**config.mk**
```make
export PLATFORM = sky130hd
export DESIGN_NAME = clock_reset_sequencer_flat
export DESIGN_NICKNAME = d
export VERILOG_FILES = /design/src/rtl/clk_rst_pkg.sv /design/src/rtl/clock_reset_sequencer_if.sv /design/src/rtl/clock_reset_sequencer_pll_lock_sync.sv /design/src/rtl/clock_reset_sequencer.sv /design/src/flat_wrapper.sv
export SDC_FILE = /design/constraint.sdc
export NUM_CORES = 1
export LEC_CHECK = 0
export CORE_ASPECT_RATIO = 0.6
export CORE_MARGIN = 1.5
export CORE_UTILIZATION = 35
export CTS_CLUSTER_SIZE = 25
export DETAILED_ROUTE_END_ITERATION = 7
export GPL_TIMING_DRIVEN = 0
export HOLD_SLACK_MARGIN = 0.02
export PLACE_DENSITY = 0.64
export SLEW_MARGIN = 15
export SYNTH_ARGS = -nofsm -noshare
export SYNTH_HDL_FRONTEND = slang
export SYNTH_SLANG_ARGS = --single-unit
```
**constraint.sdc**
```tcl
create_clock -name clk_125mhz -period 4.7 [get_ports clk_125mhz]
set_clock_uncertainty 0.15 [all_clocks]
set_input_delay 0.94 -clock clk_125mhz [delete_from_list [all_inputs] [get_ports clk_125mhz]]
set_output_delay 0.94 -clock clk_125mhz [all_outputs]
set_load 0.05 [all_outputs]
```
**src/rtl/clk_rst_pkg.sv**
```systemverilog
// Shared clock/reset sequencing types and default timing constants.
package clk_rst_pkg;

    typedef enum logic [2:0] {
        WAIT_LOCK = 3'd0,
        STABILIZE = 3'd1,
        RELEASE   = 3'd2,
        RUN       = 3'd3
    } seq_state_t;

    localparam int unsigned DEF_LOCK_STABLE_CYCLES = 1250;
    localparam int unsigned DEF_STAGE_GAP_CYCLES   = 16;
    localparam int unsigned DEF_NUM_STAGES         = 3;
    localparam int unsigned DEF_LOSS_CNT_WIDTH     = 8;

endpackage

```
**src/rtl/clock_reset_sequencer_if.sv**
```systemverilog
// Lock input, soft-reset request and sequenced reset/status outputs of the reset sequencer.
interface clock_reset_sequencer_if
    import clk_rst_pkg::*;
#(
    parameter int unsigned NUM_STAGES     = DEF_NUM_STAGES,
    parameter int unsigned LOSS_CNT_WIDTH = DEF_LOSS_CNT_WIDTH
) ();

    logic                      pll_lock;
    logic                      soft_rst_req;
    logic [NUM_STAGES-1:0]     stage_rst;
    logic                      sys_ready;
    logic [LOSS_CNT_WIDTH-1:0] lock_loss_count;
    seq_state_t                seq_state;

    modport master (
        output pll_lock,
        output soft_rst_req,
        input  stage_rst,
        input  sys_ready,
        input  lock_loss_count,
        input  seq_state
    );

    modport slave (
        input  pll_lock,
        input  soft_rst_req,
        output stage_rst,
        output sys_ready,
        output lock_loss_count,
        output seq_state
    );

endinterface

```
**src/rtl/clock_reset_sequencer_pll_lock_sync.sv**
```systemverilog
// Two-flop synchronizer bringing the raw PLL lock into the clk_125mhz domain.
module pll_lock_sync (
    input  logic clk_i,
    input  logic rst_i,
    input  logic async_i,
    output logic sync_o
);

    (* ASYNC_REG = "TRUE" *) logic meta_q;
    (* ASYNC_REG = "TRUE" *) logic sync_q;

    always_ff @(posedge clk_i) begin
        if (rst_i) begin
            meta_q <= 1'b0;
            sync_q <= 1'b0;
        end else begin
            meta_q <= async_i;
            sync_q <= meta_q;
        end
    end

    assign sync_o = sync_q;

endmodule

```
**src/rtl/clock_reset_sequencer.sv**
```systemverilog
// Holds downstream stages in reset until PLL lock is stable, then releases them in index order
// at fixed spacing; re-sequences on lock loss or a soft-reset request.
module clock_reset_sequencer
    import clk_rst_pkg::*;
#(
    parameter int unsigned LOCK_STABLE_CYCLES = DEF_LOCK_STABLE_CYCLES,
    parameter int unsigned STAGE_GAP_CYCLES   = DEF_STAGE_GAP_CYCLES,
    parameter int unsigned NUM_STAGES         = DEF_NUM_STAGES,
    parameter int unsigned LOSS_CNT_WIDTH     = DEF_LOSS_CNT_WIDTH
) (
    input  logic                     clk_125mhz,
    input  logic                     rst,
    clock_reset_sequencer_if.slave   bus
);

    localparam int unsigned CNT_W = $clog2(LOCK_STABLE_CYCLES) + 1;
    localparam int unsigned GAP_W = $clog2(STAGE_GAP_CYCLES) + 1;
    localparam int unsigned IDX_W = $clog2(NUM_STAGES) + 1;

    logic lock_s;

    seq_state_t                state_q,  state_d;
    logic [CNT_W-1:0]          cnt_q,    cnt_d;
    logic [GAP_W-1:0]          gap_q,    gap_d;
    logic [IDX_W-1:0]          idx_q,    idx_d;
    logic [NUM_STAGES-1:0]     stage_q,  stage_d;
    logic                      ready_q,  ready_d;
    logic [LOSS_CNT_WIDTH-1:0] loss_q,   loss_d;

    pll_lock_sync u_lock_sync (
        .clk_i   (clk_125mhz),
        .rst_i   (rst),
        .async_i (bus.pll_lock),
        .sync_o  (lock_s)
    );

    // Next-state logic; lock loss outranks a soft-reset request.
    always_comb begin
        state_d = state_q;
        cnt_d   = cnt_q;
        gap_d   = gap_q;
        idx_d   = idx_q;
        stage_d = stage_q;
        ready_d = ready_q;
        loss_d  = loss_q;

        if (state_q != WAIT_LOCK && !lock_s) begin
            state_d = WAIT_LOCK;
            stage_d = '1;
            ready_d = 1'b0;
            cnt_d   = '0;
            if (loss_q != '1) begin
                loss_d = loss_q + LOSS_CNT_WIDTH'(1);
            end
        end else if (state_q != WAIT_LOCK && bus.soft_rst_req) begin
            state_d = STABILIZE;
            stage_d = '1;
            ready_d = 1'b0;
            cnt_d   = '0;
        end else begin
            case (state_q)
                WAIT_LOCK: begin
                    stage_d = '1;
                    ready_d = 1'b0;
                    if (lock_s) begin
                        state_d = STABILIZE;
                        cnt_d   = '0;
                    end
                end
                STABILIZE: begin
                    if (cnt_q == CNT_W'(LOCK_STABLE_CYCLES - 1)) begin
                        state_d = RELEASE;
                        stage_d = {NUM_STAGES{1'b1}} << 1;
                        gap_d   = '0;
                        idx_d   = IDX_W'(1);
                    end else begin
                        cnt_d = cnt_q + CNT_W'(1);
                    end
                end
                RELEASE: begin
                    if (gap_q == GAP_W'(STAGE_GAP_CYCLES - 1)) begin
                        gap_d = '0;
                        // idx_q counts stages already released; all released means ready.
                        if (idx_q == IDX_W'(NUM_STAGES)) begin
                            state_d = RUN;
                            ready_d = 1'b1;
                        end else begin
                            stage_d = stage_q << 1;
                            idx_d   = idx_q + IDX_W'(1);
                        end
                    end else begin
                        gap_d = gap_q + GAP_W'(1);
                    end
                end
                RUN: begin
                    stage_d = '0;
                    ready_d = 1'b1;
                end
                default: begin
                    state_d = WAIT_LOCK;
                    stage_d = '1;
                    ready_d = 1'b0;
                end
            endcase
        end
    end

    always_ff @(posedge clk_125mhz) begin
        if (rst) begin
            state_q <= WAIT_LOCK;
            cnt_q   <= '0;
            gap_q   <= '0;
            idx_q   <= '0;
            stage_q <= '1;
            ready_q <= 1'b0;
            loss_q  <= '0;
        end else begin
            state_q <= state_d;
            cnt_q   <= cnt_d;
            gap_q   <= gap_d;
            idx_q   <= idx_d;
            stage_q <= stage_d;
            ready_q <= ready_d;
            loss_q  <= loss_d;
        end
    end

    assign bus.stage_rst       = stage_q;
    assign bus.sys_ready       = ready_q;
    assign bus.lock_loss_count = loss_q;
    assign bus.seq_state       = state_q;

endmodule

```
**src/flat_wrapper.sv**
```systemverilog
// flat-port wrapper written by rule: the top's interface ports become plain ports
module clock_reset_sequencer_flat import clk_rst_pkg::*;
#(
    parameter int unsigned LOCK_STABLE_CYCLES = DEF_LOCK_STABLE_CYCLES,
    parameter int unsigned STAGE_GAP_CYCLES   = DEF_STAGE_GAP_CYCLES,
    parameter int unsigned NUM_STAGES         = DEF_NUM_STAGES,
    parameter int unsigned LOSS_CNT_WIDTH     = DEF_LOSS_CNT_WIDTH
)
  (clk_125mhz, rst, bus_pll_lock, bus_soft_rst_req, bus_stage_rst, bus_sys_ready, bus_lock_loss_count, bus_seq_state);
  clock_reset_sequencer_if #(.NUM_STAGES(NUM_STAGES), .LOSS_CNT_WIDTH(LOSS_CNT_WIDTH)) bus_i ();
  input  logic clk_125mhz;
  input  logic rst;
  input wire logic [$bits(bus_i.pll_lock)-1:0] bus_pll_lock;
  input wire logic [$bits(bus_i.soft_rst_req)-1:0] bus_soft_rst_req;
  output wire logic [$bits(bus_i.stage_rst)-1:0] bus_stage_rst;
  output wire logic [$bits(bus_i.sys_ready)-1:0] bus_sys_ready;
  output wire logic [$bits(bus_i.lock_loss_count)-1:0] bus_lock_loss_count;
  output wire logic [$bits(bus_i.seq_state)-1:0] bus_seq_state;
  assign bus_i.pll_lock = bus_pll_lock;
  assign bus_i.soft_rst_req = bus_soft_rst_req;
  assign bus_stage_rst = bus_i.stage_rst;
  assign bus_sys_ready = bus_i.sys_ready;
  assign bus_lock_loss_count = bus_i.lock_loss_count;
  assign bus_seq_state = bus_i.seq_state;
  clock_reset_sequencer #(.LOCK_STABLE_CYCLES(LOCK_STABLE_CYCLES), .STAGE_GAP_CYCLES(STAGE_GAP_CYCLES), .NUM_STAGES(NUM_STAGES), .LOSS_CNT_WIDTH(LOSS_CNT_WIDTH)) u_core (.clk_125mhz(clk_125mhz), .rst(rst), .bus(bus_i));
endmodule
```
==> run metrics <==
outcome=completed; Avg Inst Size Synth=9.00 sq um; Die Ht=61.5 um; CTS Hold Bufs=0; Yosys top cell by area=dfxtp_1; Worst Setup Path Type=reg2out; initial antenna violation count=0; most common cell after layout, fill and taps aside=dfxtp_1; antenna-violating nets left=0; Fmax=363 MHz; final setup TNS=0 ns; Placer Congestion=0.813; count of cell types in the netlist=58; Routed WL=4.48 mm; fin nets=261; Max Buffers Root-to-Sink=2; post-cts gate resize count=0; Seq/Total Area, Yosys=0.361; commonest cells after routing, fill and taps aside=dfxtp_1, nor2_1, clkdlybuf4s50_1; total gr overflow=0; RSZ-0062 raised after global routing=no; via count=1746; die area=0.00618 sq mm; synth-to-layout area growth=19.3%; share of layout cells above drive strength 1=0.0931; number of synthesized flops with an enable pin=0; row cnt=21; final period utilization=0.585; first-pass GRT wire length=7.11 mm; Port Buf Inserts=17; H-tree levels=2; num ports=19; number of global-route vias before repair=1438; Slew headroom=0.607; HP Class=reg2reg; DPL Wire Length=3.27 mm; share of flip-flops with an asynchronous set or reset=0; number of buffers and inverters on the critical path=1; postcts setup bufs=0; Final Critical Period=2.75 ns; slowest stage delay, CP=0.87 ns; pre-CTS setup slack=1.71 ns; Main synth FF type=dfxtp_1; startpoint types=flop; clock latency on the worst-skew pair=0.29 ns; Final Hold Viols=0; Initial Utilization=0.360; All-Layer GR Usage=0.151; Cell Chain, Critical Path=clkdlybuf4s50_1; Critical Path Fanout Max=8; critical path endpoint category=output port; synth warn=0; top area cells in the synthesized netlist=dfxtp_1, ha_1, nand3_1, nor2_1, xor2_1; cell area after synthesis=0.00200 sq mm; CTS tree=done; largest net degree at the start of global routing=14; Slew @ Worst Pin=0.583 ns; clock transition at the registers of the reported paths=0.08 ns; Max Slew Vio Count=0; syn_nets=237; crit path DAT=1.66 ns; hold slack=0.293 ns; final setup fails=0; critical path required time=3.61 ns; Via density=5.34; Synth Register Bits=36; final worst slack=1.95 ns; pwr dens=412 mW/mm^2; slowest CP cell=clkdlybuf4s50_1; iteration count of the initial detailed-routing pass=4; max_cap viols=0; clk root buf=clkbuf_8; Leak=0.841 nW; DRT iter0 DRCs=113; CP top delay family=buffers and inverters; Clock Sinks=36; n_diodes=0; DRC=0; die width=101 um; core box area=0.00554 sq mm; Yosys top cell area share=0.361; TritonCTS Buffers=5; Peak VDD IR=0.269 mV; Cells after Synth=222; routed length per instance=13.7 um
[cell families after synthesis]
kind of cell,share of synthesized area
adder cells (fa/ha/maj),0.0689
AO/OA/AOI/OAI,0.205
flip-flops,0.361
multiplexers,0.0207
buffers and inverters,0.0388
AND/OR/NAND/NOR,0.260
other,0.00188
XOR/XNOR,0.0439
[report_power, final]
part           internal (mW)  switching (mW)
Sequential             0.330          0.0285
Clock                  0.160           0.124
Combinational          0.117           0.223
Total                  0.607           0.375
[path summary, 6_finish.rpt]
path,startpoint,endpoint,cells after the start,slack (ns)
worst max-delay path,u_core.bus.seq_state[1],bus_seq_state[1],1,1.95
worst min-delay path,u_core.u_lock_sync.meta_q,u_core.u_lock_sync.sync_o,1,0.29
worst max register to register,u_core.bus.seq_state[1],u_core.bus.lock_loss_count[2],8,2.26
worst min register to register,u_core.u_lock_sync.meta_q,u_core.u_lock_sync.sync_o,1,0.29
[area by class of cell]
type                       instances  area [sq um]
multi-input combinational        167          1200
fill                             540          3160
inverter                          10          37.5
clock inverter                     3          46.3
clock buffer                       5          68.8
buffer                             9          40.0
tap                               80           100
timing repair buffer              17           170
sequential                        36           721
[cells in the mapped netlist (3+ instances only)]
master and n:
nor3_1 3, nor2_1 17, clkbuf_1 6, nand4_1 5, ha_1 11, a21oi_1 8
or4_1 4, a211oi_1 5, dfxtp_1 36, and3_1 4, o21ai_0 7, a41oi_1 3
a31oi_1 4, xor2_1 7, o31ai_1 3, nand3_1 16, mux2i_1 3, o21a_1 3
nor2b_1 3, inv_1 10, xnor2_1 3, nand2_1 8, o211ai_1 5, o31a_1 3
and2_1 3
[state kept, by name (all words and copies together) (netlist names)]
signal,flops
u_core.u_lock_sync.meta_q,1
u_core.gap_q,5
u_core.bus.seq_state,2
u_core.idx_q,3
u_core.bus.stage_rst,3
u_core.bus.lock_loss_count,8
u_core.cnt_q,12
u_core.u_lock_sync.sync_o,1
u_core.bus.sys_ready,1
[routing by layer]
layer	global-route usage	routed length (um)
met1	0.238	2590
met2	0.193	1640
met4	0.0483	30
met3	0.0386	221
met5	0	0
[per-stage QoR]
stage                      util  instance area [sq um]  power [mW]  std cells
final                     0.430                   2380       0.983        327
after global routing      0.430                   2380        1.04        327
after CTS                 0.430                   2380       0.985        327
after detailed placement  0.409                   2270       0.701        319
after global placement    0.409                   2270       0.701        319
after floorplan               -                   2000       0.609        222
(Power assumes the default switching activity.)
